<file path="src/rtl/sys_cmd_ctrl.sv">
// Command sequencer: decodes UART RX byte frames into register-file and ALU strobes,
// then pushes the response bytes into the TX FIFO. Single clock domain (REF_CLK).
//   AA addr data      -> register write
//   BB addr           -> register read, one response byte
//   CC opA opB fun    -> write opA to addr 0, opB to addr 1, start ALU, two response bytes
//   DD fun            -> start ALU on the stored operands, two response bytes
module sys_cmd_ctrl #(
    parameter int unsigned DATA_WIDTH = 8,
    parameter int unsigned ADDR_WIDTH = 4,
    parameter int unsigned ALU_WIDTH  = 16,
    parameter int unsigned FUN_WIDTH  = 4
) (
    input  logic                  CLK,
    input  logic                  RST,
    input  logic [DATA_WIDTH-1:0] RX_P_DATA,
    input  logic                  RX_D_VLD,
    output logic                  WrEn,
    output logic                  RdEn,
    output logic [ADDR_WIDTH-1:0] Address,
    output logic [DATA_WIDTH-1:0] WrData,
    input  logic [DATA_WIDTH-1:0] RdData,
    input  logic                  RdData_Valid,
    output logic                  ALU_EN,
    output logic [FUN_WIDTH-1:0]  ALU_FUN,
    output logic                  CLK_GATE_EN,
    input  logic [ALU_WIDTH-1:0]  ALU_OUT,
    input  logic                  OUT_Valid,
    output logic [DATA_WIDTH-1:0] TX_P_DATA,
    output logic                  TX_D_VLD,
    input  logic                  FIFO_FULL
);

    localparam logic [DATA_WIDTH-1:0] CMD_WR      = DATA_WIDTH'(8'hAA);
    localparam logic [DATA_WIDTH-1:0] CMD_RD      = DATA_WIDTH'(8'hBB);
    localparam logic [DATA_WIDTH-1:0] CMD_ALU_OP  = DATA_WIDTH'(8'hCC);
    localparam logic [DATA_WIDTH-1:0] CMD_ALU_NOP = DATA_WIDTH'(8'hDD);

    // ALU operands live at fixed register-file locations
    localparam logic [ADDR_WIDTH-1:0] OPA_ADDR = ADDR_WIDTH'(0);
    localparam logic [ADDR_WIDTH-1:0] OPB_ADDR = ADDR_WIDTH'(1);

    typedef enum logic [3:0] {
        StIdle,
        StWrAddr,
        StWrData,
        StRdAddr,
        StRdWait,
        StAluA,
        StAluB,
        StAluFun,
        StAluWait,
        StTxLo,
        StTxHi
    } state_e;

    state_e                state_q;
    logic [ADDR_WIDTH-1:0] wr_addr_q;  // address byte of a pending write frame
    logic [DATA_WIDTH-1:0] tx_hi_q;    // upper ALU result byte, sent after the low byte
    logic                  is_alu_q;   // current frame expects a two-byte response

    // A push completes in the first cycle the request is up and the FIFO has room
    logic tx_done;
    assign tx_done = TX_D_VLD && !FIFO_FULL;

    // Frame sequencer with registered strobes, register-file/ALU controls and TX request
    always_ff @(posedge CLK) begin
        if (RST) begin
            state_q     <= StIdle;
            wr_addr_q   <= '0;
            tx_hi_q     <= '0;
            is_alu_q    <= 1'b0;
            WrEn        <= 1'b0;
            RdEn        <= 1'b0;
            Address     <= '0;
            WrData      <= '0;
            ALU_EN      <= 1'b0;
            ALU_FUN     <= '0;
            CLK_GATE_EN <= 1'b0;
            TX_P_DATA   <= '0;
            TX_D_VLD    <= 1'b0;
        end else begin
            // Strobes are single-cycle pulses
            WrEn   <= 1'b0;
            RdEn   <= 1'b0;
            ALU_EN <= 1'b0;

            unique case (state_q)
                StIdle: begin
                    if (RX_D_VLD) begin
                        is_alu_q <= (RX_P_DATA == CMD_ALU_OP) || (RX_P_DATA == CMD_ALU_NOP);
                        if (RX_P_DATA == CMD_WR) begin
                            state_q <= StWrAddr;
                        end else if (RX_P_DATA == CMD_RD) begin
                            state_q <= StRdAddr;
                        end else if (RX_P_DATA == CMD_ALU_OP) begin
                            state_q <= StAluA;
                        end else if (RX_P_DATA == CMD_ALU_NOP) begin
                            state_q <= StAluFun;
                        end
                        // unknown command bytes are dropped
                    end
                end

                StWrAddr: begin
                    if (RX_D_VLD) begin
                        wr_addr_q <= RX_P_DATA[ADDR_WIDTH-1:0];
                        state_q   <= StWrData;
                    end
                end

                StWrData: begin
                    if (RX_D_VLD) begin
                        WrEn    <= 1'b1;
                        Address <= wr_addr_q;
                        WrData  <= RX_P_DATA;
                        state_q <= StIdle;
                    end
                end

                StRdAddr: begin
                    if (RX_D_VLD) begin
                        RdEn    <= 1'b1;
                        Address <= RX_P_DATA[ADDR_WIDTH-1:0];
                        state_q <= StRdWait;
                    end
                end

                StRdWait: begin
                    if (RdData_Valid) begin
                        TX_P_DATA <= RdData;
                        TX_D_VLD  <= 1'b1;
                        state_q   <= StTxLo;
                    end
                end

                StAluA: begin
                    if (RX_D_VLD) begin
                        WrEn    <= 1'b1;
                        Address <= OPA_ADDR;
                        WrData  <= RX_P_DATA;
                        state_q <= StAluB;
                    end
                end

                StAluB: begin
                    if (RX_D_VLD) begin
                        WrEn    <= 1'b1;
                        Address <= OPB_ADDR;
                        WrData  <= RX_P_DATA;
                        state_q <= StAluFun;
                    end
                end

                StAluFun: begin
                    if (RX_D_VLD) begin
                        ALU_EN      <= 1'b1;
                        ALU_FUN     <= RX_P_DATA[FUN_WIDTH-1:0];
                        CLK_GATE_EN <= 1'b1;
                        state_q     <= StAluWait;
                    end
                end

                StAluWait: begin
                    // gate stays open through the result cycle and the one after it
                    if (OUT_Valid) begin
                        TX_P_DATA <= ALU_OUT[DATA_WIDTH-1:0];
                        tx_hi_q   <= ALU_OUT[ALU_WIDTH-1:DATA_WIDTH];
                        TX_D_VLD  <= 1'b1;
                        state_q   <= StTxLo;
                    end
                end

                StTxLo: begin
                    CLK_GATE_EN <= 1'b0;
                    if (tx_done) begin
                        if (is_alu_q) begin
                            TX_P_DATA <= tx_hi_q;
                            state_q   <= StTxHi;
                        end else begin
                            TX_D_VLD <= 1'b0;
                            state_q  <= StIdle;
                        end
                    end
                end

                StTxHi: begin
                    if (tx_done) begin
                        TX_D_VLD <= 1'b0;
                        state_q  <= StIdle;
                    end
                end

                default: begin
                    state_q <= StIdle;
                end
            endcase
        end
    end

endmodule

</file>
<file path="config.mk">
export PLATFORM = sky130hd
export DESIGN_NAME = sys_cmd_ctrl
export DESIGN_NICKNAME = d
export VERILOG_FILES = /design/src/rtl/sys_cmd_ctrl.sv
export SDC_FILE = /design/constraint.sdc
export NUM_CORES = 1
export LEC_CHECK = 0
export BUFFER_PORTS_ARGS = -buffer_cell sky130_fd_sc_hd__buf_2
export CELL_PAD_IN_SITES_DETAIL_PLACEMENT = 2
export CELL_PAD_IN_SITES_GLOBAL_PLACEMENT = 2
export CORE_ASPECT_RATIO = 0.75
export CORE_UTILIZATION = 28
export DETAILED_ROUTE_END_ITERATION = 8
export GPL_TIMING_DRIVEN = 0
export PLACE_DENSITY = 0.79
export SYNTH_ARGS = -nofsm -noshare
export SYNTH_HDL_FRONTEND = slang
export SYNTH_SLANG_ARGS = --single-unit
</file>
<file path="constraint.sdc">
create_clock -name CLK -period 1.5 [get_ports CLK]
set_input_delay 0.075 -clock CLK [delete_from_list [all_inputs] [get_ports CLK]]
set_output_delay 0.075 -clock CLK [all_outputs]
set_load 0.01 [all_outputs]
</file>
==> impl_metrics.ini, run 1 <==
[worst_setup_path]
worstPathRequired_ns = 1.63
r2r_slack_ns = -0.30
crit_fanout = 4
critPathArrivalTime_ns = 1.93
cp-startpoint = state_q[0]
critPathLaunchType = flop
max_stage_delay_ns = 0.37
crit_type = reg -> reg
critical_path.cell_chain = buf_4 > nor2_2 > o21ai_4 > buf_12 > o2111ai_4 > mux2i_2 > nor2_1
setup.worst_path.end_class = flop
critPathSlowestCell = dfxtp_4
r2r-start = state_q[0]

[drt]
finalWirelength_mm = 10.6
drc_errors = 0
via_per_inst = 5.24
drt_iter0_drc = 132
antenna_left = 0
wire_per_inst_um = 22.8
via_count = 2446
drtPass1Iterations = 4

[pwr]
vdd_drop_max_uv = 578
power.total_w = 0.00673
p_per_area_mw_per_mm2 = 1880
power.leakage_nw = 1.50

[clocking]
root_buffer = clkbuf_16
path_clk_slew_ns = 0.07
clk_latency_ns = 0.29
clock_path_buffers = 2
htree_levels = 2
cts_tree = done
cts_buffers = 5
cts.sink_count = 46

[logic_synthesis]
syn_nets = 300
synth_edf_count = 0
synth_seq_cells = 46
ys.flop_type = dfxtp_1
synth_top_area_cell = dfxtp_1
syn_area_sq_mm = 0.00240
synth_warnings = 0
synth_area_leaders = dfxtp_1, mux2i_1, nor2_1
synth.cells.most_frequent = dfxtp_1, nor2_1, mux2i_1, a21oi_1, nand2_1
syn_inst = 262
ys_async_sr_fraction_pct = 0
synth_top_cell_area_share_pct = 38.4
yosysMostFrequentCell = dfxtp_1
yosysSeqAreaShare_pct = 38.4
syn_area_per_cell_sq_um = 9.15
synth.distinct_cells = 53

[die]
rows = 28
dieArea_sq_mm = 0.00893
fp.dieH_um = 82.1
start_util_pct = 29.6
fp.dieW_um = 109
core_area_sq_mm = 0.00809
ios = 67

[global_routing]
grt_pass1_vias = 2585
grt_max_degree = 14
grt_pass1_wl_mm = 14.2
overflow = 0
antenna_found_initial = 0
grt_use_total_pct = 21.6

[sta]
hold_viol = 0
tightest_slew_ns = 0.806
rsz0062_at_grt = yes
fmax_mhz = 554
finalCriticalPeriod_ns = 1.80
slew_headroom_pct = 46.3
slew_viol_final = 0
tns_ns = -2.04
worst_slack_ns = -0.304
period_share_pct = 120
finClkSkew_ns = 0.00908
setup_violations = 24

[status]
failed_checks = setup timing
status = finished with violations

[layout]
postLayoutCellArea_sq_mm = 0.00358
syn2layout_area_growth_pct = 49.6
num_antenna_cells = 0
drive_above_1_share_pct = 47.2
layout.cells.non_filler = 467
n_fill_cell = 862
nets = 399

[placed_design]
place_ws_ns = -0.250
place_area_sq_mm = 0.00286
port_buffers = 66
gp_congestion = 0.844
dp.cells = 433
dp_hpwl_mm = 5.93

[hold_path]
hold_class = in -> reg
hp-start = ALU_OUT[15]

[flow_run]
maxCapViolations = 0
[area by class of cell]
| class | instances | area [sq um] | area share [%] |
|---|---|---|---|
| plain buffers | 17 | 178 | 4.96 |
| clock buffers | 7 | 143 | 3.98 |
| clock inverters | 1 | 5.00 | 0.140 |
| inverters | 6 | 30.0 | 0.838 |
| multi-input cells | 191 | 1530 | 42.7 |
| flip-flops and latches | 46 | 933 | 26.0 |
| well taps | 105 | 131 | 3.66 |
| repair buffers | 94 | 633 | 17.7 |
[power breakdown]
group	total [W]	switching (W)	internal, W
clock network	0.00115	0.000486	0.000662
logic	0.00397	0.00209	0.00188
registers	0.00161	0.000191	0.00142
total	0.00673	0.00277	0.00397
[flip-flops by register name (all words and copies together), names as in the netlist, 4 cells and up]
| name | flops |
|---|---|
| Address | 4 |
| ALU_FUN | 4 |
| TX_P_DATA | 8 |
| wr_addr_q | 4 |
| tx_hi_q | 8 |
| state_q | 4 |
| WrData | 8 |
[through the flow]
step | util [%] | hold WS [ns]
6_report | 44.3 | 0.0286
5_1_grt | 44.3 | 0.0598
4_1_cts | 40.6 | 0.0297
3_5_place_dp | 35.3 | 0.327
3_3_place_gp | 35.3 | 0.319
2_1_floorplan | - | 0.218
[critical path, delay by kind of cell, from the launching register on]
kind	cells	cell delay (ns)
mux	1	0.35
compound gates	2	0.28
simple gates	2	0.34
flops	1	0.37
buf+inv	2	0.30
[kinds of logic (layout without fill, tap and decap cells)]
logic type,Yosys count,in the layout,share of synthesized area [%]
and+or+nand+nor,96,96,21.2
AOI/OAI and AO/OA,59,59,19.0
DFF,46,46,38.4
muxes,33,33,13.8
buffers and inverters,25,125,6.47
xor gates and xnor gates,3,3,1.10
[cell usage in the layout (no fill, tap or decap), types with 6 or more instances in the layout]
cell type and n:
buf_6 19, buf_4 11, a211o_1 9, buf_2 67, a21oi_2 9, nand2_1 15, a21oi_1 11, dfxtp_1 42
clkbuf_1 6, nor2_1 38, mux2i_1 29
[path summary, 6_finish.rpt]
kind,to,cells past startpoint
max,state_q[0],7
min,tx_hi_q[7],3
max reg2reg,state_q[0],7
min reg2reg,TX_P_DATA[6],2
[routing by layer]
layer / vias up / track usage [%] / wire length [um]
met3: 16 / 3.06 / 402
met4: 0 / 6.62 / 266
li1: 1126 / - / -
met2: 71 / 38.9 / 5350
met1: 1233 / 26.9 / 4630
met5: - / 0 / 0
[what timing repair did]
| action | CTS | global route |
|---|---|---|
| buffers inserted | 13 | 13 |
| gates resized for setup | 43 | 52 |
| pin swaps | 5 | 16 |
| endpoints found under the setup margin | 43 | 41 |
| hold buffers | 0 | 0 |
| endpoints found under the hold margin | 0 | 0 |
| cloned | 3 | 0 |
Note: power is estimated with default switching activity, not from simulation.
==> run 2: changes to the inputs <==
CORE_ASPECT_RATIO = 1.75   (was 0.75)
CORE_UTILIZATION = 33   (was 28)
PLACE_DENSITY = 0.87   (was 0.79)
clock period = 2.3 ns   (was 1.5 ns; I/O delays follow)
==> impl_metrics.ini, run 2 (same netlist as run 1, synthesis figures left out) <==
[clocking]
cts_resized = 0
cts.sink_count = 46
root_buffer = clkbuf_16
cts_tree = done
clk_latency_ns = 0.29
cts_buffers = 5
htree_levels = 2
path_clk_slew_ns = 0.06
clock_path_buffers = 2
postCtsSetupRepairBufs = 0
hold_buffers = 0

[worst_setup_path]
critPathArrivalTime_ns = 1.96
crit_family = simple AND/OR/NAND/NOR gates
crit_fanout = 10
reg2reg_depth = 6
crit_type = reg -> reg
r2r_slack_ns = 0.52
critPathLaunchType = flop
worstPathRequired_ns = 2.48
critical_path.cell_chain = buf_6 > nand2b_1 > nor2_4 > buf_4 > o21ai_1 > a311oi_1
max_stage_delay_ns = 0.34
worst-path-buf-inv = 2
critPathSlowestCell = a311oi_1
crit_cells = 6
setup.worst_path.end_class = flop

[flow_run]
maxCapViolations = 0

[drt]
via_count = 2266
drtPass1Iterations = 4
drt_iter0_drc = 68
via_per_inst = 5.40
wire_per_inst_um = 19.5
finalWirelength_mm = 8.20
antenna_left = 0
drc_errors = 0

[die]
ios = 67
start_util_pct = 34.4
core_area_sq_mm = 0.00696
fp.dieH_um = 115
fp.dieW_um = 66.4
dieArea_sq_mm = 0.00762
rows = 40

[sta]
hold_viol = 0
setup_violations = 0
slew_viol_final = 0
fmax_mhz = 562
period_share_pct = 77.4
timing.hold.ws_ns = 0.0618
slew_headroom_pct = 58.9
finClkSkew_ns = 0.00539
worst_slack_ns = 0.519
tightest_slew_ns = 0.617
tns_ns = 0
finalCriticalPeriod_ns = 1.78
rsz0062_at_grt = no

[global_routing]
grt_use_total_pct = 23.0
grt_max_degree = 15
antenna_found_initial = 0
grt_pass1_wl_mm = 12.9
grt_pass1_vias = 2472
overflow = 0

[pwr]
vdd_drop_max_uv = 519
p_per_area_mw_per_mm2 = 1150
power.leakage_nw = 1.31

[hold_path]
worstHoldPathCells = 3
hold_class = in -> reg

[placed_design]
gp_congestion = 0.792
place_ws_ns = 0.523
port_buffers = 66
dp_hpwl_mm = 6.06

[layout]
final_cell_mix = buf_2, dfxtp_1, nor2_1
mostFrequentLayoutCell = buf_2
num_antenna_cells = 0
syn2layout_area_growth_pct = 25.1
largestRegisters = TX_P_DATA (8), WrData (8), tx_hi_q (8)
nets = 373
drive_above_1_share_pct = 31.0

[status]
status = complete, no violations
==> run 2: changes by cell type in the layout (fill, tap and decap cells not counted), moves of 5 or more <==
cell     previous run  this run
buf_4              11         5
a21oi_1            11        19
nor2_1             38        45
buf_6              19         5
a21oi_2             9         2
nor2_2              5         0
buf_12              5         0
==> run 2: final timing paths <==
check,endpoint,from
setup / recovery,state_q[3],state_q[2]
hold / removal,tx_hi_q[3],ALU_OUT[11]
setup reg to reg,state_q[3],state_q[2]
hold reg to reg,TX_P_DATA[2],TX_P_DATA[2]
==> run 2: report_power, final <==
| part | switching, W | internal (W) |
|---|---|---|
| clock | 0.000311 | 0.000509 |
| combinational | 0.000968 | 0.000652 |
| sequential | 0.0000846 | 0.000913 |
==> run 2: per-layer routing <==
metal  global-route usage, %  share of wire (%)
met1                    23.3                 37
met2                    44.8                 59
met3                    2.79                1.9
met4                    10.6                3.1
met5                       0                  0
==> run 2: worst register-to-register path, stage by stage, from the launching register on <==
cell,delay [ns]
dfxtp_1,0.32
buf_6,0.14
nand2b_1,0.22
nor2_4,0.28
buf_4,0.26
o21ai_1,0.11
a311oi_1,0.34
==> run 2: area by class of cell <==
class                      count  area [sq um]
timing repair buffer          66           330
multi-input combinational    191          1320
clock buffer                   5           125
clock inverter                 3          40.0
buffer                        19           133
tap                           84           105
inverter                       6          22.5
sequential                    46           921
fill                         804          3960
==> run 2: through the flow <==
| step | instance area [sq um] | power (W) | utilization, % | std cells |
|---|---|---|---|---|
| final | 3000 | 0.00344 | 43.1 | 420 |
| after global routing | 3000 | 0.00362 | 43.1 | 420 |
| after CTS | 3000 | 0.00347 | 43.1 | 420 |
| after detailed placement | 2830 | 0.00261 | 40.7 | 412 |
| after global placement | 2830 | 0.00254 | 40.7 | 412 |
| after floorplan | 2400 | 0.00216 | - | 262 |
